[src/rtl/uart_core.sv]
// 8N1 UART byte transmitter/receiver timed by an external oversample enable.
// TX and RX are independent FSMs sharing clk, resetn and bitxce.
module uart_core #(
    parameter int unsigned OVERSAMPLE = 8
) (
    input  logic       clk,
    input  logic       resetn,
    input  logic       bitxce,
    input  logic       load,
    input  logic [7:0] d,
    output logic       txbusy,
    output logic       txpin,
    input  logic       rxpin,
    output logic       bytercvd,
    output logic [7:0] q,
    output logic       frame_err,
    output logic [1:0] rxst
);

    localparam int unsigned TW = $clog2(OVERSAMPLE);
    localparam logic [TW-1:0] TICK_LAST = TW'(OVERSAMPLE - 1);
    localparam logic [TW-1:0] TICK_HALF = TW'(OVERSAMPLE / 2);

    typedef enum logic [1:0] {TX_IDLE, TX_START, TX_DATA, TX_STOP} tx_state_e;
    typedef enum logic [2:0] {RX_IDLE, RX_START, RX_DATA, RX_STOP, RX_BREAK} rx_state_e;

    tx_state_e         tx_state_q, tx_state_d;
    logic [TW-1:0]     tx_tick_q, tx_tick_d;
    logic [2:0]        tx_bit_q, tx_bit_d;
    logic [7:0]        tx_sh_q, tx_sh_d;
    logic              txpin_q, txpin_d;
    logic              txbusy_q, txbusy_d;

    rx_state_e         rx_state_q, rx_state_d;
    logic [TW-1:0]     rx_tick_q, rx_tick_d;
    logic [2:0]        rx_bit_q, rx_bit_d;
    logic [7:0]        rx_sh_q, rx_sh_d;
    logic              rx_s1_q, rx_s_q;
    logic [7:0]        q_q, q_d;
    logic              bytercvd_q, bytercvd_d;
    logic              frame_err_q, frame_err_d;
    logic [1:0]        rxst_q, rxst_d;

    assign txpin     = txpin_q;
    assign txbusy    = txbusy_q;
    assign q         = q_q;
    assign bytercvd  = bytercvd_q;
    assign frame_err = frame_err_q;
    assign rxst      = rxst_q;

    // TX state register
    always_ff @(posedge clk or negedge resetn) begin
        if (!resetn) begin
            tx_state_q <= TX_IDLE;
            tx_tick_q  <= '0;
            tx_bit_q   <= '0;
            tx_sh_q    <= '0;
            txpin_q    <= 1'b1;
            txbusy_q   <= 1'b0;
        end else begin
            tx_state_q <= tx_state_d;
            tx_tick_q  <= tx_tick_d;
            tx_bit_q   <= tx_bit_d;
            tx_sh_q    <= tx_sh_d;
            txpin_q    <= txpin_d;
            txbusy_q   <= txbusy_d;
        end
    end

    // TX next state; the pin level for each bit is registered as the bit begins
    always_comb begin
        tx_state_d = tx_state_q;
        tx_tick_d  = tx_tick_q;
        tx_bit_d   = tx_bit_q;
        tx_sh_d    = tx_sh_q;
        txpin_d    = txpin_q;
        txbusy_d   = txbusy_q;
        case (tx_state_q)
            TX_IDLE: begin
                txpin_d  = 1'b1;
                txbusy_d = 1'b0;
                if (load) begin
                    tx_sh_d    = d;
                    tx_tick_d  = '0;
                    tx_bit_d   = '0;
                    tx_state_d = TX_START;
                    txpin_d    = 1'b0;
                    txbusy_d   = 1'b1;
                end
            end
            TX_START: begin
                if (bitxce) begin
                    tx_tick_d = tx_tick_q + TW'(1);
                    if (tx_tick_q == TICK_LAST) begin
                        tx_state_d = TX_DATA;
                        txpin_d    = tx_sh_q[0];
                    end
                end
            end
            TX_DATA: begin
                if (bitxce) begin
                    tx_tick_d = tx_tick_q + TW'(1);
                    if (tx_tick_q == TICK_LAST) begin
                        if (tx_bit_q == 3'd7) begin
                            tx_state_d = TX_STOP;
                            txpin_d    = 1'b1;
                        end else begin
                            tx_bit_d = tx_bit_q + 3'd1;
                            tx_sh_d  = {1'b0, tx_sh_q[7:1]};
                            txpin_d  = tx_sh_q[1];
                        end
                    end
                end
            end
            TX_STOP: begin
                if (bitxce) begin
                    tx_tick_d = tx_tick_q + TW'(1);
                    if (tx_tick_q == TICK_LAST) begin
                        tx_state_d = TX_IDLE;
                        txbusy_d   = 1'b0;
                        txpin_d    = 1'b1;
                    end
                end
            end
            default: tx_state_d = TX_IDLE;
        endcase
    end

    // RX synchronizer and state register
    always_ff @(posedge clk or negedge resetn) begin
        if (!resetn) begin
            rx_s1_q     <= 1'b1;
            rx_s_q      <= 1'b1;
            rx_state_q  <= RX_IDLE;
            rx_tick_q   <= '0;
            rx_bit_q    <= '0;
            rx_sh_q     <= '0;
            q_q         <= '0;
            bytercvd_q  <= 1'b0;
            frame_err_q <= 1'b0;
            rxst_q      <= 2'd0;
        end else begin
            rx_s1_q     <= rxpin;
            rx_s_q      <= rx_s1_q;
            rx_state_q  <= rx_state_d;
            rx_tick_q   <= rx_tick_d;
            rx_bit_q    <= rx_bit_d;
            rx_sh_q     <= rx_sh_d;
            q_q         <= q_d;
            bytercvd_q  <= bytercvd_d;
            frame_err_q <= frame_err_d;
            rxst_q      <= rxst_d;
        end
    end

    // RX next state; the start bit is re-checked half a bit in so later samples land mid-bit
    always_comb begin
        rx_state_d  = rx_state_q;
        rx_tick_d   = rx_tick_q;
        rx_bit_d    = rx_bit_q;
        rx_sh_d     = rx_sh_q;
        q_d         = q_q;
        bytercvd_d  = 1'b0;
        frame_err_d = 1'b0;
        case (rx_state_q)
            RX_IDLE: begin
                if (bitxce && !rx_s_q) begin
                    rx_state_d = RX_START;
                    rx_tick_d  = TW'(1);
                end
            end
            RX_START: begin
                if (bitxce) begin
                    rx_tick_d = rx_tick_q + TW'(1);
                    if (rx_tick_q == TICK_HALF) begin
                        if (rx_s_q) begin
                            rx_state_d = RX_IDLE;
                        end else begin
                            rx_state_d = RX_DATA;
                            rx_tick_d  = '0;
                            rx_bit_d   = '0;
                        end
                    end
                end
            end
            RX_DATA: begin
                if (bitxce) begin
                    rx_tick_d = rx_tick_q + TW'(1);
                    if (rx_tick_q == TICK_LAST) begin
                        rx_sh_d = {rx_s_q, rx_sh_q[7:1]};
                        if (rx_bit_q == 3'd7) begin
                            rx_state_d = RX_STOP;
                        end else begin
                            rx_bit_d = rx_bit_q + 3'd1;
                        end
                    end
                end
            end
            RX_STOP: begin
                if (bitxce) begin
                    rx_tick_d = rx_tick_q + TW'(1);
                    if (rx_tick_q == TICK_LAST) begin
                        if (rx_s_q) begin
                            q_d        = rx_sh_q;
                            bytercvd_d = 1'b1;
                            rx_state_d = RX_IDLE;
                        end else begin
                            frame_err_d = 1'b1;
                            rx_state_d  = RX_BREAK;
                        end
                    end
                end
            end
            RX_BREAK: begin
                if (bitxce && rx_s_q) begin
                    rx_state_d = RX_IDLE;
                end
            end
            default: rx_state_d = RX_IDLE;
        endcase

        case (rx_state_d)
            RX_IDLE:  rxst_d = 2'd0;
            RX_START: rxst_d = 2'd1;
            RX_DATA:  rxst_d = 2'd2;
            default:  rxst_d = 2'd3;
        endcase
    end

endmodule

[config.mk]
export PLATFORM = sky130hd
export DESIGN_NAME = uart_core
export DESIGN_NICKNAME = d
export VERILOG_FILES = /design/src/rtl/uart_core.sv
export SDC_FILE = /design/constraint.sdc
export NUM_CORES = 1
export LEC_CHECK = 0
export BUFFER_PORTS_ARGS = -buffer_cell sky130_fd_sc_hd__buf_2
export CORE_ASPECT_RATIO = 0.9
export CORE_MARGIN = 2
export CORE_UTILIZATION = 40
export DETAILED_ROUTE_END_ITERATION = 7
export PLACE_DENSITY_LB_ADDON = 0.3
export SLEW_MARGIN = 20
export SYNTH_ARGS = -nofsm -noshare
export SYNTH_HDL_FRONTEND = slang
export SYNTH_SLANG_ARGS = --single-unit
[constraint.sdc]
create_clock -name clk -period 3.3 [get_ports clk]
set_input_delay 0.33 -clock clk [delete_from_list [all_inputs] [get_ports clk]]
set_output_delay 0.33 -clock clk [all_outputs]
set_load 0.05 [all_outputs]
Yosys cells after proc, flatten, opt, wreduce, memory -nomap -nowiden --
Cells that the tools add are included.
Storage, ports and cells: bits in registers 49, latch bits 0, memory bits (writable) 0, memory bits (read-only) 0, input port bits 13, output and inout port bits 14, word-level logic and storage cells 141, memories kept 0
Cells by class: add/subtract/negate cells 4, multipliers 0, div/mod/pow operators 0, magnitude comparators 0, equality and inequality tests 32, shifts and indexed selects 0, muxes and demuxes 68, bitwise operators 0, reductions and logical operators 21
Operators with widths (number):
- two-way mux 3 bit | 26
- two-way mux 8 bit | 4
- inequality test 2 bit, second input constant | 16
- two-way mux 1 bit | 19
- == test 3 bit, second input constant | 6
- two-way mux 2 bit | 9
- case mux 3 bit (2 select lines) | 3
- case mux 8 bit (2 select lines) | 1
- case mux 3 bit (5 select lines) | 1
- adder 3 x 1 -> 3 bit, second input constant | 4
- == test 3 x 2 -> 1 bit, second input constant | 3
- case mux 3 bit (3 select lines) | 1
- case mux 2 bit (4 select lines) | 1
- AND reduction 4 bit | 2
- AND reduction 8 bit | 1
- AND reduction 7 bit | 1
- == test 3 x 1 -> 1 bit, second input constant | 2
- logical NOT 3 bit | 2
- case mux 2 bit (3 select lines) | 1
- AND reduction 3 bit | 2
- AND reduction 6 bit | 1
- nonzero test 2 bit | 3
- AND reduction 5 bit | 1
- == test 2 bit, second input constant | 2
- other kinds (11) | 13

Logic depth before layout (Yosys ltp) --
word-level depth 7, depth in mapped cells 8, depth with buffers taken out 6

Least setup slack after synthesis --
Ideal clock, no wire load.
kind reg2reg, from register tx_state_q[0], to register tx_state_q[1], library setup time 0.125 ns, data arrival time 1.546 ns, data required time 3.175 ns, path slack 1.629 ns, stages on the path, launching flop included 7, path buffers 1, clock period less this slack 1.671 ns, cell sequence dfrtp_1 -> inv_1 -> ha_1 -> buf_2 -> o31ai_1 -> nand3_1 -> mux2_2
Between the ends: cells in the longest elaborated chain, start to end 3, elaborated cells between the ends (all ways) 14
Ends and longest elaborated chain:
- start, declared | RTL line 27 | tx_state_e tx_state_q, tx_state_d;
- start signal, assigned | RTL line 61 | tx_state_q <= tx_state_d;
- == test 2 bit, or another cell as far along | RTL line 78 | case (tx_state_q)
- inequality test 2 bit (no line)
- AND reduction 8 bit (no line)
Parallel ways exist; a longest one is shown, timed or not. A chain may end at the register's enable or synchronous reset.

Worst setup path in the final report --
Ends and elaborated chain as after synthesis.

==> results.sh <==
export IMPL_p_leak_nw=1.32
export IMPL_cts_hold_buf=0
export IMPL_wl_met3_um=162
export IMPL_clock_latency_ns=0.30
export IMPL_core_area_um2=5630
export IMPL_synth_cell_types=37
export IMPL_clockPowerShare_pct=23.7
export IMPL_cts_tree="built"
export IMPL_status="finished clean"
export IMPL_synth_edf_count=0
export IMPL_antenna_found_initial=0
export IMPL_p_comb_share_pct=35.9
export IMPL_viasPerCell=5.10
export IMPL_tightest_slew_ns=0.849
export IMPL_p_sw_share_pct=35.8
export IMPL_syn_avg_cell_area_um2=11.6
export IMPL_worst_setup_path_start_kind="register"
export IMPL_relSlewSlack_pct=43.4
export IMPL_p_switching_mw=0.774
export IMPL_holdPathEnd="rx_s1_q"
export IMPL_hold_viol_final=0
export IMPL_hpwl_um=2690
export IMPL_synth_top_area_share_pct=50.0
export IMPL_r2r_setup_slack_ns=1.24
export IMPL_start_util_pct=40.9
export IMPL_die_h_um=76.0
export IMPL_syn_num_nets=226
export IMPL_grt_pass1_wl_um=6680
export IMPL_cp_num_buf_inv=1
export IMPL_highest_layer="met4"
export IMPL_cts_setup_buffers=0
export IMPL_cp_required_ns=3.49
export IMPL_routed_wl_um=3790
export IMPL_grt_max_degree=39
export IMPL_arrival_ns=2.25
export IMPL_gp_congestion=0.773
export IMPL_grt_remaining_overflow=0
export IMPL_rows=26
export IMPL_drv_cap=0
export IMPL_fmax_mhz=486
export IMPL_synth_area_top_cells="dfrtp_1 50%, ha_1 8.1%, mux2_2 4.9%"
export IMPL_synth_warnings=0
export IMPL_grt_pass1_vias=1493
export IMPL_path_clk_slew_ns=0.09
export IMPL_p_per_area_nw_per_um2=819
export IMPL_die_w_um=84.0
export IMPL_syn_to_final_growth_pct=14.7
export IMPL_clock_tree_buffer_depth=2
export IMPL_crit_type="reg2reg"
export IMPL_syn_cell_area_um2=2300
export IMPL_finClkSkew_ns=0.00607
export IMPL_vias=1516
export IMPL_layout_drive_gt1_share_pct=23.3
export IMPL_peakVddDrop_mv=0.488
export IMPL_htreeDepth=2
export IMPL_drtAntennaViolNets=0
export IMPL_setup_violations=0
export IMPL_whs_path_depth=1
export IMPL_cts_sinks=49
export IMPL_gr_usage_all_layers_pct=12.9
export IMPL_internal_power_mw=1.39
export IMPL_crit_family="compound AO/OA/AOI/OAI gates"
export IMPL_endpoint_kind="register"
export IMPL_cp_slowest_stage_delay_ns=0.52
export IMPL_cts_buffers=5
export IMPL_worstHoldPathType="in2reg"
export IMPL_synthCells=198
export IMPL_synth_top_area_cell="dfrtp_1"
export IMPL_drt_iter0_drc=94
export IMPL_port_buffers=26
export IMPL_rsz0062_at_grt="no"
export IMPL_fillCellCount=524
export IMPL_r2r_start="tx_state_q[0]"
export IMPL_fin_setup_tns_ns=0
export IMPL_post_cts_resized=0
export IMPL_synthFlopType="dfrtp_1"
export IMPL_antennaDiodeCount=0
export IMPL_fin_crit_sh_pct=62.4
export IMPL_async_flop_share_pct=100
export IMPL_ys_seq_area_share_pct=53.4
export IMPL_crit_chain="inv_1 > ha_1 > o31ai_1 > nand3_1 > mux2_2"
export IMPL_crit_fanout=17
export IMPL_hold_path_startpoint="rxpin"
export IMPL_ios=27
export IMPL_drt_pass1_iter_count=4
export IMPL_drc=0
export IMPL_post_drt_wl_per_cell_um=12.8
export IMPL_wl_met1_um=1880
export IMPL_nets=254
export IMPL_cp_slowest_cell="o31ai_1"
export IMPL_slew_viol_final=0
export IMPL_yosys_register_bits=49
export IMPL_multiInputGateArea_um2=1000
export IMPL_register_area_um2=1230
export IMPL_r2r_cells=5
export IMPL_fin_crit_ns=2.06
export IMPL_cts_root_buf="clkbuf_8"
export IMPL_whs_ns=0.122
export IMPL_timing_rr_end="tx_state_q[1]"
export IMPL_seqPwrFrac_pct=40.4
export IMPL_dr_wl_met2_um=1690
export IMPL_die_area_um2=6380
[worst reg2reg max path: stages (launching register included)]
cell and delay, ns:
dfrtp_1 0.39, inv_1 0.10, ha_1 0.46, o31ai_1 0.52, nand3_1 0.18, mux2_2 0.31
[per-stage QoR]
| stage | instance area (µm²) | std cells | setup slack [ns] | total power [mW] | util [%] |
|---|---|---|---|---|---|
| final | 2640 | 297 | 1.24 | 2.16 | 47.0 |
| after global routing | 2640 | 297 | 1.06 | 2.34 | 47.0 |
| after CTS | 2640 | 297 | 1.23 | 2.20 | 47.0 |
| after detailed placement | 2500 | 289 | 1.26 | 1.67 | 44.5 |
| after global placement | 2500 | 289 | 1.28 | 1.66 | 44.5 |
| after floorplan | 2300 | 198 | 1.63 | 1.49 | - |
[synth_stat cells, drive strengths merged, types with 2 or more instances]
library cell   n
o31ai          2
o21ai         11
dfstp          3
a22o           3
nand2          9
nand2b         3
nor2b          4
dfrtp         46
nand3b         3
a211oi         2
inv           10
buf            7
ha            15
nand4b         2
mux2i          9
a22oi          4
a31oi          2
and3           2
mux2          19
or2            2
a21oi          8
nand3          8
nor2          14
[power groups by stage]
stage / clock (mW) / sequential (mW) / combinational (mW)
2_1_floorplan: 0 / 0.948 / 0.543
3_3_place_gp: 0 / 0.882 / 0.776
3_5_place_dp: 0 / 0.884 / 0.789
4_1_cts: 0.532 / 0.874 / 0.790
5_1_grt: 0.557 / 0.896 / 0.885
6_report: 0.512 / 0.874 / 0.777
[layer usage]
layer | vias up | global-route usage (%)
met3 | 5 | 3.36
met4 | 0 | 3.87
met2 | 27 | 20.8
met1 | 729 | 17.3
met5 | - | 0
li1 | 755 | -
[logic make-up after synthesis]
group	Yosys count	synth area share, %
compound gates	36	9.83
fa+ha+maj	15	8.15
flops	49	53.4
mux	28	13.4
simple gates	53	12.1
buf+inv	17	3.20
[final cells by class]
cell class | instances | share of cell area [%]
clock inverter | 3 | 2.60
inverter | 10 | 1.42
clock buffer | 5 | 2.60
sequential | 49 | 46.5
multi-input combinational | 132 | 38.0
timing repair buffer | 28 | 5.49
tap | 70 | 3.31
[flip-flops by register name (all words and copies together) (netlist names), 2 cells and up]
register    cells
tx_tick_q       3
tx_bit_q        3
q               8
rx_sh_q         8
tx_sh_q         8
rxst            2
rx_state_q      3
rx_tick_q       3
tx_state_q      2
rx_bit_q        3
[how the worst max path moves through the flow]
stage	depth (start not counted)	end	slack, ns	startpoint
floorplan	6	tx_state_q[1]	1.63	tx_state_q[0]
global placement	5	tx_state_q[1]	1.28	tx_state_q[0]
detailed placement	7	tx_bit_q[0]	1.26	tx_state_q[0]
CTS	7	tx_bit_q[0]	1.23	tx_state_q[0]
global route	7	tx_bit_q[0]	1.06	tx_state_q[0]
finish	5	tx_state_q[1]	1.24	tx_state_q[0]
[layout by cell type (no fill, tap or decap), types with 9 or more instances in the layout]
cell     instances
inv_1           10
o21ai_0         11
nand2_1          9
ha_1            15
buf_2           26
mux2_2          10
mux2i_1          9
dfrtp_1         46
nor2_1          14
(Power assumes the default switching activity.)
